--- src/rtl/gr_heep_pkg.sv ---
// Shared defaults for the external OBI crossbar and the arbiter that fronts it.
// Also holds the arbiter's state encoding so the bench and RTL agree on it.
package gr_heep_pkg;

    localparam int unsigned ExtXbarNMaster          = 2;
    localparam int unsigned LogExtXbarNMaster       = (ExtXbarNMaster > 1) ? $clog2(ExtXbarNMaster) : 1;
    localparam int unsigned ExtObiArbMaxOutstanding = 4;

    typedef enum logic {
        IDLE = 1'b0,
        HOLD = 1'b1
    } arb_state_e;

endpackage

--- src/rtl/ext_obi_id_fifo.sv ---
// Small FIFO remembering which master owns each granted-but-unanswered transaction.
// Head is read combinationally so the response can be routed in the cycle it arrives.
module ext_obi_id_fifo #(
    parameter int unsigned Width = 1,
    parameter int unsigned Depth = 4
) (
    input  logic                       clk_i,
    input  logic                       rst_i,
    input  logic                       push_i,
    input  logic [Width-1:0]           wdata_i,
    input  logic                       pop_i,
    output logic [Width-1:0]           rdata_o,
    output logic                       full,
    output logic                       empty,
    output logic [$clog2(Depth):0]     count
);

    localparam int unsigned PtrW = (Depth > 1) ? $clog2(Depth) : 1;
    localparam int unsigned CntW = $clog2(Depth) + 1;

    logic [Width-1:0] mem [Depth];
    logic [PtrW-1:0]  wr_ptr_reg, rd_ptr_reg;
    logic [CntW-1:0]  count_reg;
    logic             push_ok, pop_ok;

    assign full    = (count_reg == CntW'(Depth));
    assign empty   = (count_reg == '0);
    assign count   = count_reg;
    assign push_ok = push_i & ~full;
    assign pop_ok  = pop_i & ~empty;
    assign rdata_o = mem[rd_ptr_reg];

    // Storage is never reset; validity is carried entirely by the pointers.
    always_ff @(posedge clk_i) begin
        if (push_ok) begin
            mem[wr_ptr_reg] <= wdata_i;
        end
    end

    always_ff @(posedge clk_i or posedge rst_i) begin
        if (rst_i) begin
            wr_ptr_reg <= '0;
            rd_ptr_reg <= '0;
            count_reg  <= '0;
        end else begin
            if (push_ok) begin
                wr_ptr_reg <= (wr_ptr_reg == PtrW'(Depth - 1)) ? '0 : wr_ptr_reg + 1'b1;
            end
            if (pop_ok) begin
                rd_ptr_reg <= (rd_ptr_reg == PtrW'(Depth - 1)) ? '0 : rd_ptr_reg + 1'b1;
            end
            case ({push_ok, pop_ok})
                2'b10:   count_reg <= count_reg + 1'b1;
                2'b01:   count_reg <= count_reg - 1'b1;
                default: count_reg <= count_reg;
            endcase
        end
    end

endmodule

--- src/rtl/ext_obi_rr_arbiter.sv ---
// Round-robin arbiter merging several OBI masters onto one downstream OBI port,
// with in-order response routing back to the master that issued each request.
module ext_obi_rr_arbiter
    import gr_heep_pkg::*;
#(
    parameter int unsigned NMaster        = ExtXbarNMaster,
    parameter int unsigned AddrWidth      = 32,
    parameter int unsigned DataWidth      = 32,
    parameter int unsigned MaxOutstanding = ExtObiArbMaxOutstanding
) (
    input  logic                            clk_i,
    input  logic                            rst_i,
    input  logic [NMaster-1:0]              m_req_i,
    input  logic [NMaster-1:0]              m_we_i,
    input  logic [NMaster*AddrWidth-1:0]    m_addr_i,
    input  logic [NMaster*DataWidth-1:0]    m_wdata_i,
    input  logic [NMaster*DataWidth/8-1:0]  m_be_i,
    output logic [NMaster-1:0]              m_gnt_o,
    output logic [NMaster-1:0]              m_rvalid_o,
    output logic [DataWidth-1:0]            m_rdata_o,
    output logic                            s_req_o,
    output logic                            s_we_o,
    output logic [AddrWidth-1:0]            s_addr_o,
    output logic [DataWidth-1:0]            s_wdata_o,
    output logic [DataWidth/8-1:0]          s_be_o,
    input  logic                            s_gnt_i,
    input  logic                            s_rvalid_i,
    input  logic [DataWidth-1:0]            s_rdata_i,
    output logic [$clog2(MaxOutstanding):0] outstanding_o,
    output logic                            err_o
);

    localparam int unsigned IdW = (NMaster > 1) ? $clog2(NMaster) : 1;
    localparam int unsigned BeW = DataWidth / 8;

    arb_state_e       state_reg, state_next;
    logic [IdW-1:0]   rr_ptr_reg, sel_reg, sel_idle, sel, head_id, rot_off;
    logic [IdW:0]     sel_sum;
    logic [2*NMaster-1:0] req_rot;
    logic             any_req, gnt, pop, full, empty, err_reg;

    logic [AddrWidth-1:0] addr_arr  [NMaster];
    logic [DataWidth-1:0] wdata_arr [NMaster];
    logic [BeW-1:0]       be_arr    [NMaster];

    // Rotate requests so bit 0 is the master at rr_ptr, then take the lowest set bit.
    always_comb begin
        req_rot = {m_req_i, m_req_i} >> rr_ptr_reg;
        rot_off = '0;
        any_req = |m_req_i;
        for (int i = NMaster - 1; i >= 0; i--) begin
            if (req_rot[i]) begin
                rot_off = IdW'(i);
            end
        end
        sel_sum = {1'b0, rr_ptr_reg} + {1'b0, rot_off};
        if (sel_sum >= (IdW + 1)'(NMaster)) begin
            sel_sum = sel_sum - (IdW + 1)'(NMaster);
        end
        sel_idle = sel_sum[IdW-1:0];
    end

    assign sel     = (state_reg == HOLD) ? sel_reg : sel_idle;
    assign s_req_o = ((state_reg == HOLD) | any_req) & ~full & ~rst_i;
    assign gnt     = s_req_o & s_gnt_i;
    assign pop     = s_rvalid_i & ~empty;

    always_comb begin
        state_next = state_reg;
        case (state_reg)
            IDLE:    if (s_req_o && !s_gnt_i) state_next = HOLD;
            HOLD:    if (gnt) state_next = IDLE;
            default: state_next = IDLE;
        endcase
    end

    always_ff @(posedge clk_i or posedge rst_i) begin
        if (rst_i) begin
            state_reg  <= IDLE;
            rr_ptr_reg <= '0;
            sel_reg    <= '0;
            err_reg    <= 1'b0;
        end else begin
            state_reg <= state_next;
            sel_reg   <= sel;
            if (gnt) begin
                rr_ptr_reg <= (sel == IdW'(NMaster - 1)) ? '0 : sel + 1'b1;
            end
            if (s_rvalid_i && empty) begin
                err_reg <= 1'b1;
            end
        end
    end

    generate
        for (genvar gi = 0; gi < NMaster; gi++) begin : g_master
            assign addr_arr[gi]    = m_addr_i[gi*AddrWidth +: AddrWidth];
            assign wdata_arr[gi]   = m_wdata_i[gi*DataWidth +: DataWidth];
            assign be_arr[gi]      = m_be_i[gi*BeW +: BeW];
            assign m_gnt_o[gi]     = gnt & (sel == IdW'(gi));
            assign m_rvalid_o[gi]  = pop & (head_id == IdW'(gi));
        end
    endgenerate

    assign s_we_o    = m_we_i[sel];
    assign s_addr_o  = addr_arr[sel];
    assign s_wdata_o = wdata_arr[sel];
    assign s_be_o    = be_arr[sel];
    assign m_rdata_o = s_rdata_i;
    assign err_o     = err_reg;

    ext_obi_id_fifo #(
        .Width (IdW),
        .Depth (MaxOutstanding)
    ) u_id_fifo (
        .clk_i   (clk_i),
        .rst_i   (rst_i),
        .push_i  (gnt),
        .wdata_i (sel),
        .pop_i   (pop),
        .rdata_o (head_id),
        .full    (full),
        .empty   (empty),
        .count   (outstanding_o)
    );

endmodule

--- config.mk ---
export PLATFORM = sky130hd
export DESIGN_NAME = ext_obi_rr_arbiter
export DESIGN_NICKNAME = d
export VERILOG_FILES = /design/src/rtl/gr_heep_pkg.sv /design/src/rtl/ext_obi_id_fifo.sv /design/src/rtl/ext_obi_rr_arbiter.sv
export SDC_FILE = /design/constraint.sdc
export NUM_CORES = 1
export LEC_CHECK = 0
export BUFFER_PORTS_ARGS = -buffer_cell sky130_fd_sc_hd__buf_2
export CORE_AREA = 2 2 111 113
export DETAILED_ROUTE_END_ITERATION = 10
export DIE_AREA = 0 0 113 115
export GPL_TIMING_DRIVEN = 1
export SLEW_MARGIN = 20
export SYNTH_ARGS = -nofsm -noshare
export SYNTH_HDL_FRONTEND = slang
export SYNTH_HIERARCHICAL = 1
export SYNTH_SLANG_ARGS = --single-unit
--- constraint.sdc ---
create_clock -name clk_i -period 2.8 [get_ports clk_i]
set_clock_uncertainty 0.15 [all_clocks]
set_input_delay 0.14 -clock clk_i [delete_from_list [all_inputs] [get_ports clk_i]]
set_output_delay 0.14 -clock clk_i [all_outputs]
set_load 0.01 [all_outputs]
==> run summary <==
First-pass GRT wire length: 9.70 mm
Critical path startpoint category: flip-flop
Comb pwr share: 76.3%
Worst hold margin: 99.7 ps
Initial antenna violation count: 1
Chip Width: 113 µm
Gate count after technology mapping: 178
Share of final-layout standard cells stronger than drive strength 1: 83.9%
Cell breakdown of the critical path: nor3b_2, nor3_2, nand2_1, inv_1, nor2b_4, inv_1, ha_1, inv_1, fa_1, xor2_1, nor2_1, xor2_1
Floorplan row count: 40
Vias in the first global route: 1907
Crit path max-delay family: simple AND/OR/NAND/NOR gates
Sw Pwr: 0.00115 W
Total power per unit cell area: 884 nW/µm²
DRC violation total after the first TritonRoute iteration: 55
Global placer's final weighted congestion: 0.732
Top-level I/O count: 286
Die outline area: 13000 µm²
Average instance area after synthesis: 12.5 µm²
DRT Wirelength: 6.99 mm
Routed len/inst: 13.6 µm
Number of nets in the synthesized netlist: 361
Final design instance area without fill: 3260 µm²
Total clock buffers created by CTS: 3
Number of distinct library cell variants in the gate-level netlist after synthesis: 29
DR pass1 iterations: 7
Crit Path Category: reg -> reg
Cell count of the worst reg-to-reg path: 12
Class of the most critical hold timing path: in -> reg
Cell Area, Synth: 2220 µm²
CTS root buf: sky130_fd_sc_hd__clkbuf_16
Maximum net fanout on the critical path: 7
Yosys warnings: 6
Overall global routing resource usage: 9.46%
Violated checks: DRC
Remaining number of nets flagged by the antenna check after routing: 0
Final critical delay including setup and external delays: 2630 ps
Final critical-path share of the clock period: 93.9%
Die extent in y: 115 µm
Critical Path End Type: flip-flop
Maximum ir drop on the vdd rail: 0.000680 V
Clock Sinks: 15
Final setup vio count: 0
Fmax achieved: 381 MHz
Result of the run: finished with violations
H-tree level count: 1
Worst flop-to-flop path endpoint: u_id_fifo/count[2]$_DFFE_PP0P_
Maximum buffer depth of the clock tree: 2
Largest net degree at the start of global routing: 48
Tightest slew margin relative to the limit: 70.6%
Overflow left after global routing: 0
Switching share of power: 40.0%
Number of flip-flops and latches in the synthesized netlist: 15
Utilization of the core after routing: 27.6%
Beginning of the worst register-to-register path: u_id_fifo/count[0]$_DFFE_PP0P_
Total via count after detailed routing: 2020
Seq/Total Area, Yosys: 17.8%
Reg clk slew, reported paths: 50 ps
Power Internal: 0.00173 W
Worst path buffer plus inverter count: 3
Number of failing hold endpoints at the final stage: 0
CP max stage cell: sky130_fd_sc_hd__dfrtp_1
Clock latency of the later-clocked register in the worst-skew pair: 240 ps
Area of the placeable core: 11800 µm²
Max-cap violations: 0
HPWL after DPL: 6.08 mm
Post-route DRC: 20
Actual transition at the worst max-transition pin: 441 ps
Part of the power in the clock network: 9.6%
Sequential share of power: 14.1%
Routed vias/inst: 3.93
Worst hold path depth: 3
Lkg Pwr: 1.91 nW
Ant diodes: 0
Placed standard-cell area: 3160 µm²
Starting Density: 18.8%
Net total in the final layout: 551
CTS tree: yes
Most frequent CP cell: sky130_fd_sc_hd__inv_1
Synth-to-Final Area Change: 46.8%
Final Max Slew Viols: 0
Required @ worst endpoint: 2810 ps
Data arrival time of the critical path: 2640 ps
Stage delay of the slowest cell on the critical path: 440 ps
Input/output buffers: 221
Flop2flop setup slack: 170 ps
Largest register FFs: 4
Hold path startpoint: s_gnt_i
==> cell usage in the layout, fill, tap and decap left out, drive strengths merged <==
cell	Yosys	routed
buf	40	223
mux2	74	74
inv	12	12
dfrtp	11	11
nor2	6	6
ha	6	6
and2	5	5
edfxtp	4	4
clkbuf	0	4
nor3	3	3
nor2b	3	3
nand2	2	2
dlygate4sd3	0	2
xor2	2	2
a21oi	1	1
o31a	1	1
o21a	1	1
a21o	1	1
nand2b	1	1
nor3b	1	1
mux4	1	1
mux2i	1	1
xnor2	1	1
fa	1	1
==> Yosys cell counts, drive strengths merged <==
| master | instances | area (µm²) |
|---|---|---|
| a21o | 1 | 7.51 |
| a21oi | 1 | 5.00 |
| and2 | 5 | 36.3 |
| buf | 40 | 387 |
| dfrtp | 11 | 275 |
| edfxtp | 4 | 120 |
| fa | 1 | 20.0 |
| ha | 6 | 75.1 |
| inv | 12 | 45.0 |
| mux2 | 74 | 1080 |
| mux2i | 1 | 10.0 |
| mux4 | 1 | 22.5 |
| nand2 | 2 | 7.51 |
| nand2b | 1 | 13.8 |
| nor2 | 6 | 22.5 |
| nor2b | 3 | 21.3 |
| nor3 | 3 | 15.0 |
| nor3b | 1 | 12.5 |
| o21a | 1 | 7.51 |
| o31a | 1 | 8.76 |
| xnor2 | 1 | 8.76 |
| xor2 | 2 | 17.5 |
==> metal layers <==
metal	GRT usage [%]	vias up	part of all wire (%)
met5	0	-	0
met2	16.2	129	49
met1	11.9	932	41
met4	1.79	0	0.31
li1	-	955	-
met3	2.79	4	10
==> area by class of cell <==
type,count,area [µm²]
inverter,12,45.0
fill,1229,8550
multi-input combinational,111,1410
clock buffer,4,78.8
tap,147,184
sequential,15,395
timing repair buffer,225,1150
==> power by group through the flow <==
stage	combinational, W	clock, W	sequential [W]
after floorplan	0.00181	0	0.000406
after global placement	0.00218	0	0.000401
after detailed placement	0.00221	0	0.000411
after CTS	0.00223	0.000283	0.000409
after global routing	0.00236	0.000296	0.000425
final	0.00220	0.000277	0.000408
==> per-stage QoR <==
stage | setup slack, ps | cells | power, W | TNS (ps)
2_1_floorplan | 198 | 178 | 0.00221 | 0
3_3_place_gp | 295 | 508 | 0.00259 | 0
3_5_place_dp | 169 | 508 | 0.00262 | 0
4_1_cts | 137 | 514 | 0.00292 | 0
5_1_grt | -41.3 | 514 | 0.00308 | -41.3
6_report | 172 | 514 | 0.00289 | 0
==> cell families after synthesis <==
logic type | count (synthesis) | synth area share [%]
AO/OA/AOI/OAI | 4 | 1.29
XOR/XNOR | 3 | 1.18
adder cells (fa/ha/maj) | 7 | 4.28
buffers and inverters | 52 | 19.4
flip-flops | 15 | 17.8
multiplexers | 76 | 50.3
AND/OR/NAND/NOR | 21 | 5.80
==> worst max-delay path by stage <==
stage                                   startpoint                        endpoint  slack, ps  cells after the start
finish              u_id_fifo/count[0]$_DFFE_PP0P_  u_id_fifo/count[2]$_DFFE_PP0P_        170                     12
global route        u_id_fifo/count[0]$_DFFE_PP0P_  u_id_fifo/count[2]$_DFFE_PP0P_        -40                     12
CTS                 u_id_fifo/count[2]$_DFFE_PP0P_  u_id_fifo/count[2]$_DFFE_PP0P_        140                     12
detailed placement  u_id_fifo/count[2]$_DFFE_PP0P_  u_id_fifo/count[2]$_DFFE_PP0P_        170                     12
global placement    u_id_fifo/count[2]$_DFFE_PP0P_  u_id_fifo/count[2]$_DFFE_PP0P_        300                     12
floorplan           u_id_fifo/count[2]$_DFFE_PP0P_  u_id_fifo/count[2]$_DFFE_PP0P_        200                     12
==> worst register-to-register path, delay by kind of cell (launching register included) <==
kind | cells | cell delay (ps)
DFF | 1 | 440
xor gates and xnor gates | 2 | 320
adders and majority gates | 2 | 560
buffers and inverters | 3 | 200
and+or+nand+nor | 5 | 880
==> timing repair <==
| action | 4_1_cts | 5_1_grt |
|---|---|---|
| endpoints found under the hold margin | 12 | 0 |
| resized for setup | 0 | 2 |
| endpoints found under the setup margin | 0 | 2 |
| hold buffers | 2 | 0 |
| setup buffers | 0 | 0 |
Note: power is estimated with default switching activity, not from simulation.
